File: src/rtl/sorted_vector_serializer.sv
// Buffers whole sorted vectors from the non-stallable sorting network and
// streams them one element per beat on a valid/ready port with tlast and tindex.
module sorted_vector_serializer #(
    parameter int NUMBER_WIDTH   = 10,
    parameter int NUMBERS_AMOUNT = 10,
    parameter int FIFO_DEPTH     = 4,
    parameter bit DESCENDING     = 1'b0,
    localparam int IDX_W  = (NUMBERS_AMOUNT > 1) ? $clog2(NUMBERS_AMOUNT) : 1,
    localparam int FILL_W = $clog2(FIFO_DEPTH + 1)
) (
    input  logic                                         clk_i,
    input  logic                                         rst_i,
    input  logic [NUMBERS_AMOUNT-1:0][NUMBER_WIDTH-1:0]  data_i,
    input  logic                                         data_valid_i,
    output logic [NUMBER_WIDTH-1:0]                      tdata_o,
    output logic                                         tvalid_o,
    input  logic                                         tready_i,
    output logic                                         tlast_o,
    output logic [IDX_W-1:0]                             tindex_o,
    output logic [FILL_W-1:0]                            fill_level_o,
    output logic                                         overflow_o,
    input  logic                                         clear_overflow_i
);

    localparam int                PTR_W      = $clog2(FIFO_DEPTH);
    localparam logic [IDX_W-1:0]  LAST_BEAT  = IDX_W'(NUMBERS_AMOUNT - 1);
    localparam logic [FILL_W-1:0] FULL_LEVEL = FILL_W'(FIFO_DEPTH);

    typedef logic [NUMBERS_AMOUNT-1:0][NUMBER_WIDTH-1:0] vector_t;

    vector_t           mem [FIFO_DEPTH];
    logic [PTR_W-1:0]  wr_ptr;
    logic [PTR_W-1:0]  rd_ptr;
    logic [FILL_W-1:0] fill_level;
    logic [IDX_W-1:0]  beat;
    logic              overflow;

    logic              out_valid;
    logic              at_last;
    logic              transfer;
    logic              pop;
    logic              write;
    logic [IDX_W-1:0]  elem_idx;

    // A full FIFO still accepts a vector when the same edge pops the head.
    always_comb begin
        out_valid = (fill_level != '0);
        at_last   = (beat == LAST_BEAT);
        transfer  = out_valid && tready_i;
        pop       = transfer && at_last;
        write     = data_valid_i && ((fill_level < FULL_LEVEL) || pop);
        elem_idx  = DESCENDING ? (LAST_BEAT - beat) : beat;
    end

    always_ff @(posedge clk_i) begin
        if (write) begin
            mem[wr_ptr] <= data_i;
        end
    end

    always_ff @(posedge clk_i or posedge rst_i) begin
        if (rst_i) begin
            wr_ptr     <= '0;
            rd_ptr     <= '0;
            fill_level <= '0;
            beat       <= '0;
        end else begin
            if (write) begin
                wr_ptr <= wr_ptr + 1'b1;
            end
            if (pop) begin
                rd_ptr <= rd_ptr + 1'b1;
            end
            if (transfer) begin
                beat <= at_last ? '0 : beat + 1'b1;
            end
            case ({write, pop})
                2'b10:   fill_level <= fill_level + 1'b1;
                2'b01:   fill_level <= fill_level - 1'b1;
                default: fill_level <= fill_level;
            endcase
        end
    end

    // A drop on the same edge as a clear request keeps the flag set.
    always_ff @(posedge clk_i or posedge rst_i) begin
        if (rst_i) begin
            overflow <= 1'b0;
        end else if (data_valid_i && !write) begin
            overflow <= 1'b1;
        end else if (clear_overflow_i) begin
            overflow <= 1'b0;
        end
    end

    assign tvalid_o     = out_valid;
    assign tlast_o      = out_valid && at_last;
    assign tindex_o     = out_valid ? elem_idx : '0;
    assign tdata_o      = out_valid ? mem[rd_ptr][elem_idx] : '0;
    assign fill_level_o = fill_level;
    assign overflow_o   = overflow;

endmodule

File: config.mk
export PLATFORM = sky130hd
export DESIGN_NAME = sorted_vector_serializer
export DESIGN_NICKNAME = d
export VERILOG_FILES = /design/src/rtl/sorted_vector_serializer.sv
export SDC_FILE = /design/constraint.sdc
export NUM_CORES = 1
export LEC_CHECK = 0
export ABC_CLOCK_PERIOD_IN_PS = 10100
export CAP_MARGIN = 10
export CORE_MARGIN = 8
export CORE_UTILIZATION = 62
export CTS_BUF_LIST = sky130_fd_sc_hd__clkbuf_16
export DETAILED_ROUTE_END_ITERATION = 7
export PLACE_DENSITY = 0.89
export REMOVE_ABC_BUFFERS = 1
export SYNTH_ARGS = -nofsm -noshare
export SYNTH_HDL_FRONTEND = slang
export SYNTH_SLANG_ARGS = --single-unit
File: constraint.sdc
create_clock -name clk_i -period 10.1 [get_ports clk_i]
set_input_delay 1.01 -clock clk_i [delete_from_list [all_inputs] [get_ports clk_i]]
set_output_delay 1.01 -clock clk_i [all_outputs]
set_load 0.01 [all_outputs]
Yosys cells after proc, flatten, opt, wreduce, memory -nomap -nowiden:

Memories as Yosys holds them, arrays and structs flattened.
Index checks and enable logic that the tools add are counted.

* register bits after elaboration: 12
* memories kept: 1
* input port bits: 105
* bits in writable memories: 400

* equal/unequal tests: 3
* $add $sub $neg: 5
* order comparisons: 2
* reductions and logical operators: 10
* muxes and demuxes: 10

Memory list
* mem: words 4, bits a word 100, read ports 1, clocked after memory_dff 0, wr ports 1, line 31 `vector_t mem [FIFO_DEPTH];`

Operator list (count)
* $bmux W10 S4: 1
* $mux W10: 2
* $mux W4: 2
* $pmux W3 S2: 1
* $logic_and A1 B1 Y1: 5
* $lt A4 B5 Y1 const B: 1
* $add A2 B1 Y2 const B: 2
* $add A4 B1 Y4 const B: 1
* $eq A4 B4 Y1 const B: 1
* $mux W1: 4
* $reduce_bool A2 Y1: 2
* $add A3 B1 Y3 const B: 1
* $lt A3 B3 Y1 const B: 1
* $reduce_bool A3 Y1: 1
* $sub A3 B1 Y3 const B: 1
* $eq A2 B1 Y1 const B: 1
* $eq A2 B2 Y1 const B: 1
* $logic_not A1 Y1: 1
* $logic_or A1 B1 Y1: 1

Logic depth before layout (Yosys ltp):

Gate-level depths: netlist of the first run.

* depth after elaboration: 8
* mapped depth: 10
* depth with buffers taken out: 10

Worst setup path after synthesis of the first run:

OpenSTA, ideal clock, no wires.

* path kind: input-to-reg
* from: input tready_i
* to: memory mem[0][0] in the netlist's numbering (enable)
* library setup time: 0.471 ns
* data required time: 9.629 ns
* stages on the path: 3
* buffers on the path: 0
* setup slack: 5.921 ns
* arrival time: 3.708 ns
* cell sequence: inv_1 o21ai_0 and3_1

* word-level cells in the longest chain between the ends: 6

Ends and longest elaborated chain
* from (decl): line 17 `input logic tready_i,`
* $logic_and A1 B1 Y1: line 49 `transfer = out_valid && tready_i;`
* $logic_and A1 B1 Y1: line 50 `pop = transfer && at_last;`
* $logic_or A1 B1 Y1: line 51 `write = data_valid_i && ((fill_level < FULL_LEVEL) || pop);`
* $logic_and A1 B1 Y1: line 51
* $mux W1: line 56 `if (write) begin`
* $mux W1 (implied by the code): line 57 `mem[wr_ptr] <= data_i;`
* to (decl): line 31

No other way between the ends.

Worst setup path after layout of the first run:

* from: register rd_ptr[0]
* to: output tdata_o[1]

* word-level cells in the longest chain between the ends: 4

Ends and longest elaborated chain
* from (decl): line 33 `logic [PTR_W-1:0] rd_ptr;`
* from (signal assigned): line 72 `rd_ptr <= rd_ptr + 1'b1;`
* $mem_v2 Z4 W100
* $bmux W10 S4: line 99 `assign tdata_o = out_valid ? mem[rd_ptr][elem_idx] : '0;`
* $mux W10 (implied by the code): line 99
* $mux W10: line 99
* to (decl): line 15 `output logic [NUMBER_WIDTH-1:0] tdata_o,`

No other way between the ends. The select of a mux whose other input is x is not followed.

==> impl_metrics.json, run 1 <==
{
  "yosysWarnings": 0,
  "drc": 0,
  "synth_top_cell_by_area": "edfxtp_1",
  "num_vias": 8309,
  "synth_cell_types": 37,
  "clkPwrFrac": 0.285,
  "nets": 1004,
  "endpoint_kind": "output pin",
  "cts_resized": 0,
  "synth.avg_cell_area_sq_um": 21.1,
  "coreArea_sq_mm": 0.0258,
  "cts_setup_buffers": 0,
  "finClkSkew_ns": 0.0206,
  "hold_violations": 0,
  "min_path_cells": 2,
  "cp_max_fo": 55,
  "swShare": 0.299,
  "start_util": 0.624,
  "tritoncts": "built",
  "rows": 59,
  "syn-instance-count": 761,
  "min-delay-start": "overflow_o",
  "p_leak_nw": 6.19,
  "netlist_top_cells_area": "edfxtp_1 75%, mux4_2 7.6%, mux2i_1 5.7%",
  "timing.rr.start": "beat[1]",
  "synth-seq-area-share": 0.766,
  "cts_inserted_buffers": 40,
  "final_util": 0.735,
  "fin_crit_ns": 5.98,
  "port_buffers": 124,
  "clock_latency_ns": 0.54,
  "clk_pin_slew_ns": 0.06,
  "drt-initial-drc-count": 914,
  "final_cells": 1263,
  "clock_sinks": 412,
  "design.die.area_sq_mm": 0.0313,
  "drive_gt1_frac": 0.157,
  "cts.htree.levels": 2,
  "combPwrFrac": 0.276,
  "p_total_mw": 5.37,
  "r2r_cells": 4,
  "ir_worst_vdd_v": 0.000189,
  "place_congestion": 0.731,
  "p_int_mw": 3.76,
  "finalSetupTns_ns": 0,
  "ff_latch_area_sq_mm": 0.0123,
  "dpl.cell_count": 1186,
  "grt_use_total": 0.223,
  "setup_ws_ns": 4.12,
  "p_sw_mw": 1.61,
  "num_io_pins": 125,
  "finalCritPeriodShare": 0.592,
  "seqPwrFrac": 0.439,
  "grt_overflow": 0,
  "cts_buffer_depth": 3,
  "syn-cell-area_sq_mm": 0.0161,
  "status": "finished, final reports clean",
  "ys_ff_latch": 412,
  "die_w_um": 177,
  "crit_start": "rd_ptr[0]",
  "viasPerCell": 6.58,
  "grt_pass1_wl_mm": 52.0,
  "setup_viol_count_final": 0,
  "powerDensity_mw_per_mm2": 284,
  "hp-class": "flip-flop to flip-flop",
  "dpl_cell_area_sq_mm": 0.0176,
  "cts_root_buf": "clkbuf_16",
  "antenna_found_initial": 4,
  "worstMarginPinSlew_ns": 1.27,
  "max-slew-margin-rel": 0.153,
  "hpwl_mm": 19.6,
  "die_y_um": 177,
  "cap_violations": 0,
  "synth_top_area_frac": 0.747,
  "fin_area_sq_mm": 0.0189,
  "multiInputGateArea_sq_mm": 0.00349,
  "cp.arrival_ns": 4.97,
  "worstPathRequired_ns": 9.09,
  "fmax_ghz": 0.167,
  "pre_cts_ws_ns": 4.86,
  "crit_path_start_kind": "flip-flop",
  "grt_start_max_net_pins": 73,
  "final_antenna_net_count": 0,
  "cts_hold_buffers": 0,
  "whs_ns": 0.532,
  "wirelength_mm": 35.5,
  "routedWlPerCell_um": 28.1,
  "grt_pass1_vias": 8594,
  "crit_type": "flip-flop to output pin",
  "final_max_slew_viol_count": 0,
  "rsz0062_at_grt": "false",
  "fill_cells": 1335,
  "dr.pass1.iters": 6,
  "syn2layout_area_growth_pct": 17.8
}
==> synth_stat cells <==
cell type    n
a211oi_1    10
a21o_1       1
a221oi_1    13
a221oi_2     7
a22oi_1     10
and2_1      12
and3_1       4
buf_1        2
buf_2       16
buf_4        7
buf_6        6
clkbuf_1    11
dfrtp_1     12
edfxtp_1   400
fa_1         1
ha_1         5
inv_1       12
mux2_2      11
mux2i_1     91
mux4_1       6
mux4_2      54
nand2_1      4
nand3_1      2
nand3b_1     1
nand4bb_1    1
nor2_1       8
nor2b_1      6
nor3_1       3
o21ai_0      3
o221ai_1    20
o22ai_1      1
o311ai_0     1
o31ai_1      1
o32ai_1     10
or2_2        1
xnor2_1      5
xor2_1       3
==> per-layer routing <==
metal / part of all wire / global-route usage / vias to the layer above
li1: - / - / 3458
met1: 0.37 / 0.283 / 4237
met2: 0.50 / 0.368 / 530
met3: 0.091 / 0.0457 / 84
met4: 0.037 / 0.102 / 0
met5: 0 / 0 / -
==> critical path, cell delays in order, from the launching register on <==
cell and delay, ns:
dfrtp_4 1.10, buf_4 0.88, nor2b_1 1.01, a22oi_1 0.23
a211oi_1 0.44, o32ai_1 0.19, clkdlybuf4s50_1 0.56
==> cells in the final DEF, fill, tap and decap left out, types with 4 or more instances in the layout <==
cell type,instances
o32ai_1,10
a221oi_2,7
inv_1,22
buf_4,8
clkinv_2,5
clkbuf_16,41
nor2_1,8
nor2b_1,5
edfxtp_1,400
xnor2_1,5
ha_1,5
mux4_2,54
clkinv_1,6
and2_1,12
o221ai_1,20
a211oi_1,10
dfrtp_1,10
a22oi_1,10
mux2i_1,91
mux2_2,11
nand2_1,4
and3_4,4
clkdlybuf4s50_1,124
diode_2,4
mux4_1,6
bufinv_16,7
a221oi_1,13
==> layout make-up <==
| cell class | count | share of cell area |
|---|---|---|
| repair buffers | 132 | 0.0687 |
| clock buffers | 41 | 0.0542 |
| inverters | 12 | 0.00238 |
| flip-flops and latches | 412 | 0.650 |
| multi-input cells | 295 | 0.184 |
| clock inverters | 32 | 0.0175 |
| diodes | 4 | 0.000528 |
| well taps | 335 | 0.0221 |
==> power by group through the flow <==
| stage | clock network, mW | registers [mW] | logic [mW] |
|---|---|---|---|
| after floorplan | 0 | 2.42 | 0.940 |
| after global placement | 0 | 2.36 | 1.41 |
| after detailed placement | 0 | 2.38 | 1.45 |
| after CTS | 1.54 | 2.36 | 1.48 |
| after global routing | 1.61 | 2.38 | 1.56 |
| final | 1.53 | 2.36 | 1.48 |
==> flip-flops by register name, indices dropped and copies added (netlist names) <==
name          flops
overflow_o        1
fill_level_o      3
rd_ptr            2
wr_ptr            2
beat              4
mem             400
==> cell families (layout without fill, tap and decap cells) <==
family | count (synthesis) | count (layout) | synth area share
AND/OR/NAND/NOR | 42 | 42 | 0.0145
other | 0 | 4 | 0
adder cells (fa/ha/maj) | 6 | 6 | 0.00514
AO/OA/AOI/OAI | 77 | 77 | 0.0421
buffers and inverters | 54 | 217 | 0.0183
multiplexers | 162 | 162 | 0.150
flip-flops | 412 | 412 | 0.766
XOR/XNOR | 8 | 8 | 0.00436
==> worst paths after layout <==
kind                              end  slack [ns]
max in group asynchronous   rd_ptr[0]        8.95
max reg2reg                mem[0][21]        6.54
max                        tdata_o[1]        4.12
min reg2reg                overflow_o        0.53
min in group asynchronous   rd_ptr[1]        0.79
min                        overflow_o        0.53
(Power assumes the default switching activity.)
==> inputs of run 2 (changes only) <==
--- a/config.mk
+++ b/config.mk
@@ -5,13 +5,13 @@
 export SDC_FILE = /design/constraint.sdc
 export NUM_CORES = 1
 export LEC_CHECK = 0
-export ABC_CLOCK_PERIOD_IN_PS = 10100
+export ABC_CLOCK_PERIOD_IN_PS = 6000
 export CAP_MARGIN = 10
 export CORE_MARGIN = 8
-export CORE_UTILIZATION = 62
+export CORE_UTILIZATION = 58
 export CTS_BUF_LIST = sky130_fd_sc_hd__clkbuf_16
 export DETAILED_ROUTE_END_ITERATION = 7
-export PLACE_DENSITY = 0.89
+export PLACE_DENSITY = 0.84
 export REMOVE_ABC_BUFFERS = 1
 export SYNTH_ARGS = -nofsm -noshare
 export SYNTH_HDL_FRONTEND = slang
==> constraint.sdc (replaced) <==
create_clock -name clk_i -period 6 [get_ports clk_i]
set_input_delay 0.6 -clock clk_i [delete_from_list [all_inputs] [get_ports clk_i]]
set_output_delay 0.6 -clock clk_i [all_outputs]
set_load 0.01 [all_outputs]
==> impl_metrics.json, run 2 (synthesis results as in run 1) <==
{
  "status": "finished, final reports clean",
  "p_leak_nw": 6.14,
  "endpoint_kind": "output pin",
  "coreArea_sq_mm": 0.0276,
  "drt-initial-drc-count": 750,
  "fmax_ghz": 0.209,
  "drive_gt1_frac": 0.157,
  "drc": 0,
  "num_io_pins": 125,
  "routedWlPerCell_um": 25.6,
  "cts_inserted_buffers": 40,
  "start_util": 0.583,
  "hold_violations": 0,
  "design.die.area_sq_mm": 0.0333,
  "rsz0062_at_grt": "false",
  "hp-class": "input pin to asynchronous set/reset pin",
  "final_cell_mix": "400 x edfxtp_1, 124 x clkdlybuf4s50_1, 91 x mux2i_1, 54 x mux4_2, 40 x clkbuf_16",
  "port_buffers": 124,
  "dr.pass1.iters": 5,
  "whs_ns": 0.397,
  "die_y_um": 182,
  "worstPathRequired_ns": 5.40,
  "final_max_slew_viol_count": 0,
  "setup_ws_ns": 1.21,
  "wirelength_mm": 33.4,
  "final_antenna_net_count": 0,
  "crit_start": "beat[1]",
  "grt_use_total": 0.198,
  "worstMarginPinSlew_ns": 1.23,
  "antenna_found_initial": 4,
  "crit_path_start_kind": "flip-flop",
  "clk_pin_slew_ns": 0.06,
  "cp.arrival_ns": 4.19,
  "cts.htree.levels": 2,
  "finClkSkew_ns": 0.0141,
  "pre_cts_ws_ns": 1.88,
  "grt_overflow": 0,
  "fin_crit_ns": 4.79,
  "cts_resized": 0,
  "cap_violations": 0,
  "largest_reg_flops": 400,
  "clock_latency_ns": 0.54,
  "tritoncts": "built",
  "cts_buffer_depth": 3,
  "grt_pass1_vias": 8349,
  "cts_hold_buffers": 0,
  "finalSetupTns_ns": 0,
  "cp_max_fo": 20,
  "max-slew-margin-rel": 0.175,
  "timing.rr.start": "beat[0]",
  "fill_cells": 1671,
  "cts_root_buf": "clkbuf_16",
  "cts_setup_buffers": 0,
  "nets": 1011,
  "setup_viol_count_final": 0,
  "clock_sinks": 412,
  "final_util": 0.685,
  "powerDensity_mw_per_mm2": 461,
  "hpwl_mm": 20.0,
  "ir_worst_vdd_v": 0.000281,
  "rows": 61,
  "num_vias": 8074,
  "p_total_mw": 8.71,
  "regMostFlops": "mem",
  "syn2layout_area_growth_pct": 17.5,
  "place_congestion": 0.773,
  "layout_commonest_cell": "edfxtp_1",
  "finalCritPeriodShare": 0.798,
  "viasPerCell": 6.18,
  "grt_start_max_net_pins": 60,
  "die_w_um": 182,
  "crit_type": "flip-flop to output pin",
  "grt_pass1_wl_mm": 49.7
}
## run 2: changes by cell type in the layout (fill, tap and decap cells not counted), sizes merged
cell,before,now
bufinv,7,1
clkbuf,41,40
diode,4,1
buf,8,15
inv,25,23
clkinv,11,16
## run 2: final cells by class
| type | count | area (sq um) | area share |
|---|---|---|---|
| repair buffers | 139 | 1370 | 0.0724 |
| inverters | 12 | 45.0 | 0.00239 |
| flip-flops and latches | 412 | 12300 | 0.652 |
| clock inverters | 29 | 183 | 0.00967 |
| diodes | 1 | 2.50 | 0.000133 |
| multi-input cells | 295 | 3490 | 0.185 |
| well taps | 378 | 473 | 0.0250 |
| clock buffers | 40 | 1000 | 0.0530 |
## run 2: power breakdown
part           internal, mW  switching (mW)
combinational          1.17            1.43
clock                  1.26            1.01
sequential             3.63           0.215
total                  6.06            2.65
## run 2: worst paths after layout
kind                              endpoint  slack [ns]  cells after the start
worst max-delay path            tdata_o[2]        1.21                      5
worst min-delay path            overflow_o        0.40                      2
worst max register to register  mem[3][11]        2.64                      5
worst min register to register  overflow_o        0.55                      2
max in group asynchronous        rd_ptr[1]        5.21                      2
min in group clk_i              overflow_o        0.55                      2
## run 2: per-stage QoR
stage	instances	instance area [sq um]
3_3_place_gp	1236	17700
2_1_floorplan	719	15800
3_5_place_dp	1236	17700
5_1_grt	1306	18900
4_1_cts	1305	18900
6_report	1306	18900
## run 2: critical path, cell delays in order, from the launching register on
cell and delay [ns]:
dfrtp_1 0.81, nand3b_1 1.03, o221ai_1 0.64, a221oi_2 0.06
o32ai_1 0.45, clkdlybuf4s50_1 0.63
## run 2: metal layers
layer | GRT usage | wire length [um] | part of all wire | vias up
met5 | 0 | 41 | 0.0012 | -
met4 | 0.0745 | 1040 | 0.031 | 6
met3 | 0.0537 | 3070 | 0.092 | 85
met2 | 0.310 | 16000 | 0.48 | 399
met1 | 0.264 | 13200 | 0.40 | 4107
li1 | - | - | - | 3477
==> inputs of run 3 (changes only) <==
--- a/config.mk
+++ b/config.mk
@@ -5,7 +5,7 @@
 export SDC_FILE = /design/constraint.sdc
 export NUM_CORES = 1
 export LEC_CHECK = 0
-export ABC_CLOCK_PERIOD_IN_PS = 6000
+export ABC_CLOCK_PERIOD_IN_PS = 4630
 export CAP_MARGIN = 10
 export CORE_MARGIN = 8
 export CORE_UTILIZATION = 58
==> constraint.sdc (replaced) <==
create_clock -name clk_i -period 4.63 [get_ports clk_i]
set_input_delay 0.463 -clock clk_i [delete_from_list [all_inputs] [get_ports clk_i]]
set_output_delay 0.463 -clock clk_i [all_outputs]
set_load 0.01 [all_outputs]
==> impl_metrics.json, run 3 (synthesis results as in run 1) <==
{
  "status": "finished, final reports clean",
  "critPathTopFamily": "simple AND/OR/NAND/NOR gates",
  "grt_pass1_vias": 8408,
  "worstMarginPinSlew_ns": 1.18,
  "p_total_mw": 11.4,
  "fin_area_sq_mm": 0.0190,
  "regMostFlops": "mem",
  "num_vias": 8180,
  "endpoint_kind": "output pin",
  "crit_buf_inv": 2,
  "gr-usage-met2": 0.326,
  "final_cell_mix": "400 x edfxtp_1, 124 x clkdlybuf4s50_1, 91 x mux2i_1, 54 x mux4_2, 41 x clkbuf_16",
  "die_w_um": 182,
  "clock_sinks": 412,
  "clkPwrFrac": 0.257,
  "reg2reg_to": "mem[0][75]",
  "antenna_found_initial": 2,
  "grt_use_met3": 0.0422,
  "hold_violations": 0,
  "final_max_slew_viol_count": 0,
  "swShare": 0.302,
  "cp_max_fo": 32,
  "hpwl_mm": 20.5,
  "cp.arrival_ns": 3.71,
  "grt_overflow": 0,
  "port_buffers": 124,
  "cts_buffer_depth": 3,
  "layout_commonest_cell": "edfxtp_1",
  "multiInputGateArea_sq_mm": 0.00349,
  "powerDensity_mw_per_mm2": 599,
  "drc": 0,
  "timing.rr.start": "beat[0]",
  "finClkSkew_ns": 0.0105,
  "cts_inserted_buffers": 40,
  "cts_resized": 0,
  "dr.pass1.iters": 5,
  "clock_latency_ns": 0.52,
  "rows": 61,
  "finalCritPeriodShare": 0.901,
  "drive_gt1_frac": 0.164,
  "syn2layout_area_growth_pct": 18.2,
  "drt-initial-drc-count": 742,
  "hp-class": "input pin to asynchronous set/reset pin",
  "cts_root_buf": "clkbuf_16",
  "rsz0062_at_grt": "false",
  "crit_start": "rd_ptr[0]",
  "fmax_ghz": 0.240,
  "largest_reg_flops": 400,
  "cts.htree.levels": 2,
  "setup_viol_count_final": 0,
  "cts_hold_buffers": 0,
  "worstPathCellList": "buf_12 > nor2b_1 > a221oi_1 > a211oi_1 > o32ai_1 > clkdlybuf4s50_1",
  "final_antenna_net_count": 0,
  "wirelength_mm": 34.0,
  "clk_pin_slew_ns": 0.06,
  "fin_crit_ns": 4.17,
  "grt_use_total": 0.202,
  "max-slew-margin-rel": 0.212,
  "r2r_cells": 5,
  "start_util": 0.583,
  "final_util": 0.690,
  "p_int_mw": 7.95,
  "worstPathRequired_ns": 4.17,
  "fill_cells": 1657,
  "combPwrFrac": 0.309,
  "crit_path_start_kind": "flip-flop",
  "cp_slowest_cell": "nor2b_1",
  "cap_violations": 0,
  "design.die.area_sq_mm": 0.0333,
  "path_depth": 6,
  "setup.worst_path.end": "tdata_o[9]",
  "place_congestion": 0.798,
  "p_sw_mw": 3.44,
  "viasPerCell": 6.23,
  "reg2reg_slack_ns": 1.37,
  "met1_usage": 0.279,
  "ff_latch_area_sq_mm": 0.0123,
  "slowest_delay_ns": 0.92,
  "routedWlPerCell_um": 25.9,
  "crit_type": "flip-flop to output pin",
  "seqPwrFrac": 0.434,
  "grt_pass1_wl_mm": 50.7,
  "ir_worst_vdd_v": 0.000450,
  "die_y_um": 182,
  "coreArea_sq_mm": 0.0276,
  "dpl_cell_area_sq_mm": 0.0178,
  "tritoncts": "built",
  "grt_start_max_net_pins": 100,
  "grt-busiest-layer": "met2",
  "cts_setup_buffers": 0,
  "p_leak_nw": 6.19,
  "num_io_pins": 125,
  "nets": 1018
}
==> run 3: cell types whose count changed in the layout (fill, tap and decap cells not counted), sizes merged <==
cell / previous run / this run
inv: 23 / 21
buf: 15 / 22
clkinv: 16 / 18
clkbuf: 40 / 41
==> run 3: routing by layer <==
| layer | share of wire | routed length [um] | vias to the layer above |
|---|---|---|---|
| met5 | 0.00038 | 13 | - |
| met2 | 0.49 | 16700 | 407 |
| met4 | 0.020 | 669 | 2 |
| met1 | 0.41 | 13800 | 4223 |
| li1 | - | - | 3497 |
| met3 | 0.082 | 2790 | 51 |
==> run 3: layout make-up <==
class | count | share of cell area
clock inverter | 29 | 0.00777
tap | 378 | 0.0249
inverter | 12 | 0.00237
multi-input combinational | 295 | 0.184
sequential | 412 | 0.648
clock buffer | 41 | 0.0540
antenna | 1 | 0.000132
timing repair buffer | 146 | 0.0786
==> run 3: power by group through the flow <==
stage	combinational [mW]	sequential [mW]	clock [mW]
finish	3.52	4.95	2.92
global route	3.73	4.99	3.11
CTS	3.54	4.94	2.97
detailed placement	3.51	5.01	0
global placement	3.45	4.97	0
floorplan	2.05	5.28	0
==> run 3: worst min path at each step <==
stage                  to  slack [ns]
3_3_place_gp   overflow_o        0.52
2_1_floorplan     beat[0]        0.33
4_1_cts        overflow_o        0.28
3_5_place_dp   overflow_o        0.54
5_1_grt        overflow_o        0.33
6_report       overflow_o        0.28
==> run 3: stage by stage <==
step	cells	hold WS [ns]	setup TNS [ns]	worst slack (ns)
global placement	1243	0.516	0	1.12
detailed placement	1243	0.542	0	0.970
global route	1313	0.335	0	0.266
CTS	1313	0.279	0	0.431
floorplan	719	0.328	-10.78	-1.08
finish	1314	0.277	0	0.458
